<file path="src/rtl/morra_pkg.sv">
// Shared types for the Morra round sequencer: FSM states and the 2-bit
// move / MANCHE / PARTITA encoding used on both sides of the core.
package morra_pkg;

    localparam int NUM_PLAYERS = 2;
    localparam int VR_W        = 5;
    localparam logic [VR_W-1:0] VR_MAX = 5'd31;

    typedef enum logic [2:0] {
        IDLE, START, COLLECT, ISSUE, WAIT_RES, DONE, FLUSH
    } state_t;

    // 00 none/invalid, 01 player-1, 10 player-2, 11 draw/tie
    typedef enum logic [1:0] {
        ENC_NONE = 2'b00,
        ENC_P1   = 2'b01,
        ENC_P2   = 2'b10,
        ENC_TIE  = 2'b11
    } enc_t;

    function automatic logic [VR_W-1:0] sat_inc(input logic [VR_W-1:0] v);
        return (v == VR_MAX) ? v : v + 5'd1;
    endfunction

endpackage

</file>
<file path="src/rtl/morra_move_slot.sv">
// One player's move holder: valid/ready capture, held until the sequencer
// issues it, ready registered and only raised when the next cycle collects.
module morra_move_slot
    import morra_pkg::*;
(
    input  logic       clk,
    input  logic       rst_n,
    input  logic       arm,
    input  logic       clear,
    input  logic       valid,
    input  logic [1:0] move,
    output logic       ready,
    output logic       held,
    output logic [1:0] held_move
);

    logic take;
    logic held_nx;

    assign take    = valid & ready;
    assign held_nx = ~clear & (held | take);

    always_ff @(posedge clk or negedge rst_n) begin
        if (!rst_n) begin
            ready     <= 1'b0;
            held      <= 1'b0;
            held_move <= ENC_NONE;
        end else begin
            held  <= held_nx;
            // ready drops in the same edge that captures, so a move is never overwritten
            ready <= arm & ~held_nx;
            if (clear)
                held_move <= ENC_NONE;
            else if (take)
                held_move <= move;
        end
    end

endmodule

</file>
<file path="src/rtl/morra_round_sequencer.sv">
// Drives a MorraCinese core through start / per-round issue / flush and
// reports each round's result plus a saturating count of decided rounds.
module morra_round_sequencer
    import morra_pkg::*;
(
    input  logic            clk,
    input  logic            rst_n,
    input  logic            start_req,
    input  logic [3:0]      start_max,
    output logic            start_ack,
    input  logic            p1_valid,
    input  logic [1:0]      p1_move,
    output logic            p1_ready,
    input  logic            p2_valid,
    input  logic [1:0]      p2_move,
    output logic            p2_ready,
    output logic [1:0]      core_primo,
    output logic [1:0]      core_secondo,
    output logic            core_inizia,
    input  logic [1:0]      core_manche,
    input  logic [1:0]      core_partita,
    output logic            res_valid,
    output logic [1:0]      res_manche,
    output logic [1:0]      res_partita,
    output logic            game_over,
    output logic            busy,
    output logic [VR_W-1:0] valid_rounds
);

    state_t state;

    logic [NUM_PLAYERS-1:0]      pl_valid, pl_ready, pl_held;
    logic [NUM_PLAYERS-1:0][1:0] pl_move, pl_hmove;
    logic                        both_held, arm, clr;

    assign pl_valid  = {p2_valid, p1_valid};
    assign pl_move   = {p2_move, p1_move};
    assign p1_ready  = pl_ready[0];
    assign p2_ready  = pl_ready[1];
    assign both_held = &pl_held;
    assign clr       = (state == ISSUE);

    // true when the cycle after this edge is a COLLECT cycle
    assign arm = (state == START)
               | ((state == COLLECT) & ~both_held)
               | ((state == WAIT_RES) & (core_partita == ENC_NONE));

    genvar g;
    generate
        for (g = 0; g < NUM_PLAYERS; g++) begin : g_slot
            morra_move_slot u_slot (
                .clk       (clk),
                .rst_n     (rst_n),
                .arm       (arm),
                .clear     (clr),
                .valid     (pl_valid[g]),
                .move      (pl_move[g]),
                .ready     (pl_ready[g]),
                .held      (pl_held[g]),
                .held_move (pl_hmove[g])
            );
        end
    endgenerate

    // Outputs are loaded on the edge entering a state so they line up with it.
    always_ff @(posedge clk or negedge rst_n) begin
        if (!rst_n) begin
            state        <= IDLE;
            start_ack    <= 1'b0;
            core_primo   <= ENC_NONE;
            core_secondo <= ENC_NONE;
            core_inizia  <= 1'b0;
            res_valid    <= 1'b0;
            res_manche   <= ENC_NONE;
            res_partita  <= ENC_NONE;
            game_over    <= 1'b0;
            busy         <= 1'b0;
            valid_rounds <= '0;
        end else begin
            start_ack    <= 1'b0;
            core_primo   <= ENC_NONE;
            core_secondo <= ENC_NONE;
            core_inizia  <= 1'b0;
            res_valid    <= 1'b0;
            res_manche   <= ENC_NONE;
            res_partita  <= ENC_NONE;
            game_over    <= 1'b0;
            case (state)
                IDLE: if (start_req) begin
                    start_ack    <= 1'b1;
                    core_inizia  <= 1'b1;
                    core_primo   <= start_max[3:2];
                    core_secondo <= start_max[1:0];
                    valid_rounds <= '0;
                    busy         <= 1'b1;
                    state        <= START;
                end
                START: state <= COLLECT;
                COLLECT: if (both_held) begin
                    core_primo   <= pl_hmove[0];
                    core_secondo <= pl_hmove[1];
                    state        <= ISSUE;
                end
                ISSUE: state <= WAIT_RES;
                WAIT_RES: begin
                    res_valid   <= 1'b1;
                    res_manche  <= core_manche;
                    res_partita <= core_partita;
                    if (core_manche != ENC_NONE)
                        valid_rounds <= sat_inc(valid_rounds);
                    if (core_partita != ENC_NONE) begin
                        game_over <= 1'b1;
                        state     <= DONE;
                    end else begin
                        state <= COLLECT;
                    end
                end
                DONE: state <= FLUSH;
                FLUSH: begin
                    busy  <= 1'b0;
                    state <= IDLE;
                end
                default: state <= IDLE;
            endcase
        end
    end

endmodule

</file>
<file path="config.mk">
export PLATFORM = sky130hd
export DESIGN_NAME = morra_round_sequencer
export DESIGN_NICKNAME = d
export VERILOG_FILES = /design/src/rtl/morra_pkg.sv /design/src/rtl/morra_move_slot.sv /design/src/rtl/morra_round_sequencer.sv
export SDC_FILE = /design/constraint.sdc
export NUM_CORES = 1
export LEC_CHECK = 0
export ABC_AREA = 1
export CAP_MARGIN = 20
export CORE_UTILIZATION = 43
export CTS_BUF_LIST = sky130_fd_sc_hd__clkbuf_8
export DETAILED_ROUTE_END_ITERATION = 16
export PLACE_DENSITY = 0.77
export SKIP_LAST_GASP = 1
export SYNTH_ARGS = -nofsm -noshare
export SYNTH_HDL_FRONTEND = slang
export SYNTH_SLANG_ARGS = --single-unit
export TNS_END_PERCENT = 1
</file>
<file path="constraint.sdc">
create_clock -name clk -period 1.49 [get_ports clk]
set_input_delay 0.149 -clock clk [delete_from_list [all_inputs] [get_ports clk]]
set_output_delay 0.149 -clock clk [all_outputs]
set_load 0.02 [all_outputs]
</file>
## Word level (Yosys, flattened, before mapping)

Index checks and enable logic that the tools add are counted.

| storage, ports and cells | value |
|---|---|
| flip-flop bits (word level) | 28 |
| latch bits | 0 |
| bits in writable memories | 0 |
| memory bits (read-only) | 0 |
| bits of input ports | 17 |
| output and inout port bits | 20 |
| logic and storage cells | 83 |
| memories kept | 0 |

| operators by class | value |
|---|---|
| add/sub/neg operators | 1 |
| multipliers | 0 |
| divide/modulo/power cells | 0 |
| $lt $le $gt $ge | 0 |
| equality and inequality tests | 11 |
| shift operators | 0 |
| mux-type cells | 27 |
| bitwise gates (word level) | 16 |
| reductions and logical operators | 12 |

Operator list:

| kind | number |
|---|---|
| 2-to-1 mux 2 bit | 10 |
| case mux 3 bit (6 select lines) | 1 |
| 2-to-1 mux 5 bit | 3 |
| nonzero test 2 bit | 6 |
| case mux 5 bit (2 select lines) | 1 |
| == test 3 bit, second input constant | 3 |
| 2-to-1 mux 3 bit | 3 |
| AND 1 bit | 8 |
| case mux 2 bit (2 select lines) | 2 |
| == test 3 x 2 -> 1 bit, second input constant | 2 |
| 2-to-1 mux 1 bit | 6 |
| != test 2 bit, second input constant | 3 |
| AND reduction 2 bit | 3 |
| adder 5 x 1 -> 5 bit, second input constant | 1 |
| == test 5 bit, second input constant | 1 |
| inverter 1 bit | 4 |
| bitwise OR 1 bit | 4 |
| AND reduction 4 bit | 1 |
| == test 3 x 1 -> 1 bit, second input constant | 1 |
| zero test 3 bit | 1 |
| zero test 2 bit | 1 |
| != test 2 x 1 -> 1 bit, second input constant | 1 |
| case mux 1 bit (2 select lines) | 1 |

## Longest topological paths before layout

| logic depth | value |
|---|---|
| word-level depth | 6 |
| depth in mapped cells | 9 |
| depth with buffers taken out | 9 |

## Modules after synthesis

A second synthesis with hierarchy kept.

| unflattened totals | value |
|---|---|
| cells, all modules | 140 |
| area total of the unflattened synthesis | 1237.4 sq um |

By module, submodules not included:

| module | times used | cells an instance | area an instance (sq um) | seq. area each (sq um) |
|---|---|---|---|---|
| morra_round_sequencer | 1 | 104 | 899.6 | 500.5 |
| morra_move_slot | 2 | 18 | 168.9 | 100.1 |

## Least setup slack after synthesis

OpenSTA, ideal clock, no wires.

| timing path | value |
|---|---|
| kind | register to register |
| start point | register valid_rounds[0] |
| end point | register valid_rounds[0] |
| setup time | 117 ps |
| data arrival time | 1395 ps |
| data required time | 1373 ps |
| setup slack | -22 ps |
| stages on the path, launching flop included | 9 |
| buffers on the path | 0 |
| period minus slack after synthesis | 1512 ps |
| cell sequence | dfrtp_1 -> ha_1 -> nand2_1 -> nor2_1 -> ha_1 -> nor2_1 -> nand2_4 -> nand3_1 -> nand2_1 |

| on the way | value |
|---|---|
| longest elaborated chain between the ends | 4 |
| elaborated cells between the ends (all ways) | 7 |
| those cells by class | 1 x add/sub; 2 x eq/ne; 3 x mux; 1 x reduce/logical |

Ends and longest elaborated chain:

| item | RTL line | RTL |
|---|---|---|
| from (decl) | morra_round_sequencer.sv:27 | `output logic [VR_W-1:0] valid_rounds` |
| from (signal assigned) | morra_round_sequencer.sv:110 | `valid_rounds <= sat_inc(valid_rounds);` |
| adder 5 x 1 -> 5 bit | morra_pkg.sv:22 | `return (v == VR_MAX) ? v : v + 5'd1;` |
| 2-to-1 mux 5 bit | morra_pkg.sv:22 |  |
| 2-to-1 mux 5 bit | morra_round_sequencer.sv:109 | `if (core_manche != ENC_NONE)` |
| case mux 5 bit (2 select lines) | morra_round_sequencer.sv:88 | `case (state)` |

Several ways; a longest one is shown, not always the timed one. The select of a mux whose other input is x is not followed.
A chain may end at the register's enable or synchronous reset.

## Worst setup path in the final report

| timing path | value |
|---|---|
| start point | register valid_rounds[1] |
| end point | output valid_rounds[1] |

No word-level cell between the ends.

==> impl_metrics.yaml <==
cts:
  post_cts_buffers: 0
  cts_root_buffer: "clkbuf_8"
  clockBufferDepth: 2
  htree_levels: 1
  cts_tree: "built"
  clkTransAtPathRegs_ns: 0.09
  cts_buffers: 3
  clk_latency_ns: 0.27
  cts-hold-fix-buffers: 0
  cts_sinks: 28
cells_and_area:
  area_delta_synth_final_pct: 40.4
  final_nets: 200
  diodes: 0
  fillers: 209
  fin_area_mm2: 0.00171
  final_core_util_pct: 66.6
  drive_gt1_share_pct: 11.1
timing:
  hold_slack_ns: 0.242
  rsz0062_at_grt: "yes"
  setup_violations: 1
  min_period_ns: 1.50
  finClkSkew_ns: 0.00189
  setup_ws_ns: -0.00799
  finalHoldViolCount: 0
  drv_slew: 0
  relSlewSlack_pct: 77.6
  timing.final.crit_share_pct: 101
  max_freq_mhz: 668
  worst_slew_pin_slew_ns: 0.336
pwr:
  p_leak_nw: 0.927
  p_per_area_mw_per_mm2: 1670
  vdd_drop_max_v: 0.00141
  p_total_w: 0.00286
floorplan:
  die-area_mm2: 0.00305
  row_count: 18
  start_util_pct: 47.4
  io_pins: 37
  die_h_um: 55.2
  coreArea_mm2: 0.00257
  die_w_um: 55.2
logic_synthesis:
  yosysTopAreaCellShare_pct: 57.6
  yosysTopAreaCell: "dfrtp_1"
  syn-num-nets: 157
  synth_area_mm2: 0.00122
  synth_warnings: 0
  synth_area_leaders: "dfrtp_1, nand2_1, nor2_1, inv_1, nand3_1"
  ys_seq_area_share_pct: 57.6
  synth_cell_type_count: 17
  netlist_instances: 138
  synth-seq-cells: 28
  syn_avg_cell_area_um2: 8.82
global_route:
  antenna_found_initial: 0
  grt_pass1_wl_um: 4070
  grt_use_total_pct: 16.5
  grt_pass1_vias: 980
  grt_max_degree: 29
  grt_overflow: 0
outcome:
  failed_checks: "negative setup slack"
  status: "complete, but fails checks"
placed_design:
  placed_area_mm2: 0.00163
  gp_congestion: 0.818
  dp_hpwl_um: 1800
  place.port_buffers: 36
hold_path:
  hold_path.class: "in2async"
setup_path:
  crit_required_ns: 1.34
  critical_path.endpoint_type: "output port"
  reg2reg_from: "valid_rounds[0]"
  timing.rr.end: "valid_rounds[2]"
  r2r_slack_ns: 0.06
  path_class: "reg2out"
  crit_arrival_ns: 1.35
  startpoint_type: "flop"
  reg2reg_depth: 9
  path_max_fanout: 4
drt:
  via_count: 1023
  drt-initial-drc-count: 26
  detail-route-antenna-nets: 0
  routed_wl_um: 2350
  drtPass1Iterations: 4
  viasPerCell: 4.87
  routedWlPerCell_um: 11.2
  drc: 0
job:
  drv_cap: 0
==> cell families after synthesis <==
group,synth area share (%)
adder cells (fa/ha/maj),2.06
AND/OR/NAND/NOR,29.2
flip-flops,57.6
buffers and inverters,7.50
AO/OA/AOI/OAI,3.70
==> routing by layer <==
layer / global-route usage [%] / up-vias / wire length (um)
met5: 0 / - / 0
met4: 3.57 / 0 / 10
met3: 4.92 / 2 / 124
met2: 28.7 / 30 / 1180
met1: 20.1 / 479 / 1040
li1: - / 512 / -
==> critical path: stages (launching register included) <==
cell	delay, ns
dfrtp_1	0.36
buf_4	0.13
clkdlybuf4s50_1	0.60
==> per-stage QoR <==
stage	setup TNS, ns	cells	setup slack [ns]
2_1_floorplan	0	138	0.00619
3_3_place_gp	0	206	0.0931
3_5_place_dp	0	206	0.00505
4_1_cts	-0.0661	210	-0.0217
5_1_grt	-0.375	210	-0.0752
6_report	-0.00799	210	-0.00799
==> synth_stat cells, drive strengths merged <==
cell type and instances:
nor3 2, dfrtp 28, nor2 22, o21ai 8
ha 2, nand4 3, nand2 39, inv 21
a21oi 1, buf 1, nand3 11
==> registers in the layout, summed over array words and instances (netlist names) <==
signal and cells:
res_valid 1, core_secondo 2, core_inizia 1, g_slot.u_slot.held_move 4, busy 1, game_over 1
res_partita 2, core_primo 2, g_slot.u_slot.ready 2, g_slot.u_slot.held 2, valid_rounds 5, state 3
res_manche 2
==> what timing repair did <==
action	in CTS	in global routing
gates resized for setup	1	3
endpoints found under the setup margin	7	7
hold endpoints to repair	0	0
gates cloned	0	0
pin swaps	0	2
==> worst max path at each step <==
stage                          startpoint              end  slack [ns]  cells past startpoint
after floorplan           valid_rounds[1]  valid_rounds[0]       0.006                      8
after global placement    valid_rounds[0]  valid_rounds[3]        0.09                      8
after detailed placement  valid_rounds[0]  valid_rounds[1]       0.005                      8
after CTS                 valid_rounds[1]  valid_rounds[1]       -0.02                      2
after global routing      valid_rounds[0]  valid_rounds[4]       -0.08                      8
final                     valid_rounds[1]  valid_rounds[1]      -0.008                      2
==> report_power, final <==
part / total [W] / internal, W / switching [W]
combinational: 0.00113 / 0.000473 / 0.000655
clock: 0.000584 / 0.000359 / 0.000225
sequential: 0.00115 / 0.000990 / 0.000157
==> cells in the final DEF, fill, tap and decap left out <==
cell	netlist	final
a21oi_1	1	1
buf_4	1	3
bufinv_16	0	1
clkbuf_8	0	3
clkdlybuf4s50_1	0	34
dfrtp_1	28	27
dfrtp_2	0	1
dlygate4sd2_1	0	1
dlymetal6s2s_1	0	1
ha_1	2	2
inv_1	18	18
inv_2	2	2
inv_6	1	1
nand2_1	36	35
nand2_2	0	1
nand2_4	3	3
nand3_1	9	9
nand3_2	2	2
nand4_1	3	3
nor2_1	20	19
nor2_2	1	2
nor2_4	1	1
nor3_1	2	2
o21ai_0	8	8
==> area by class of cell <==
cell class / count / area (um2) / area share [%]
sequential: 28 / 702 / 41.1
tap: 30 / 37.5 / 2.20
multi-input combinational: 88 / 430 / 25.2
timing repair buffer: 39 / 384 / 22.5
clock inverter: 1 / 30.0 / 1.76
inverter: 21 / 83.8 / 4.90
clock buffer: 3 / 41.3 / 2.42
No activity file was read; power rests on OpenSTA's default activity.
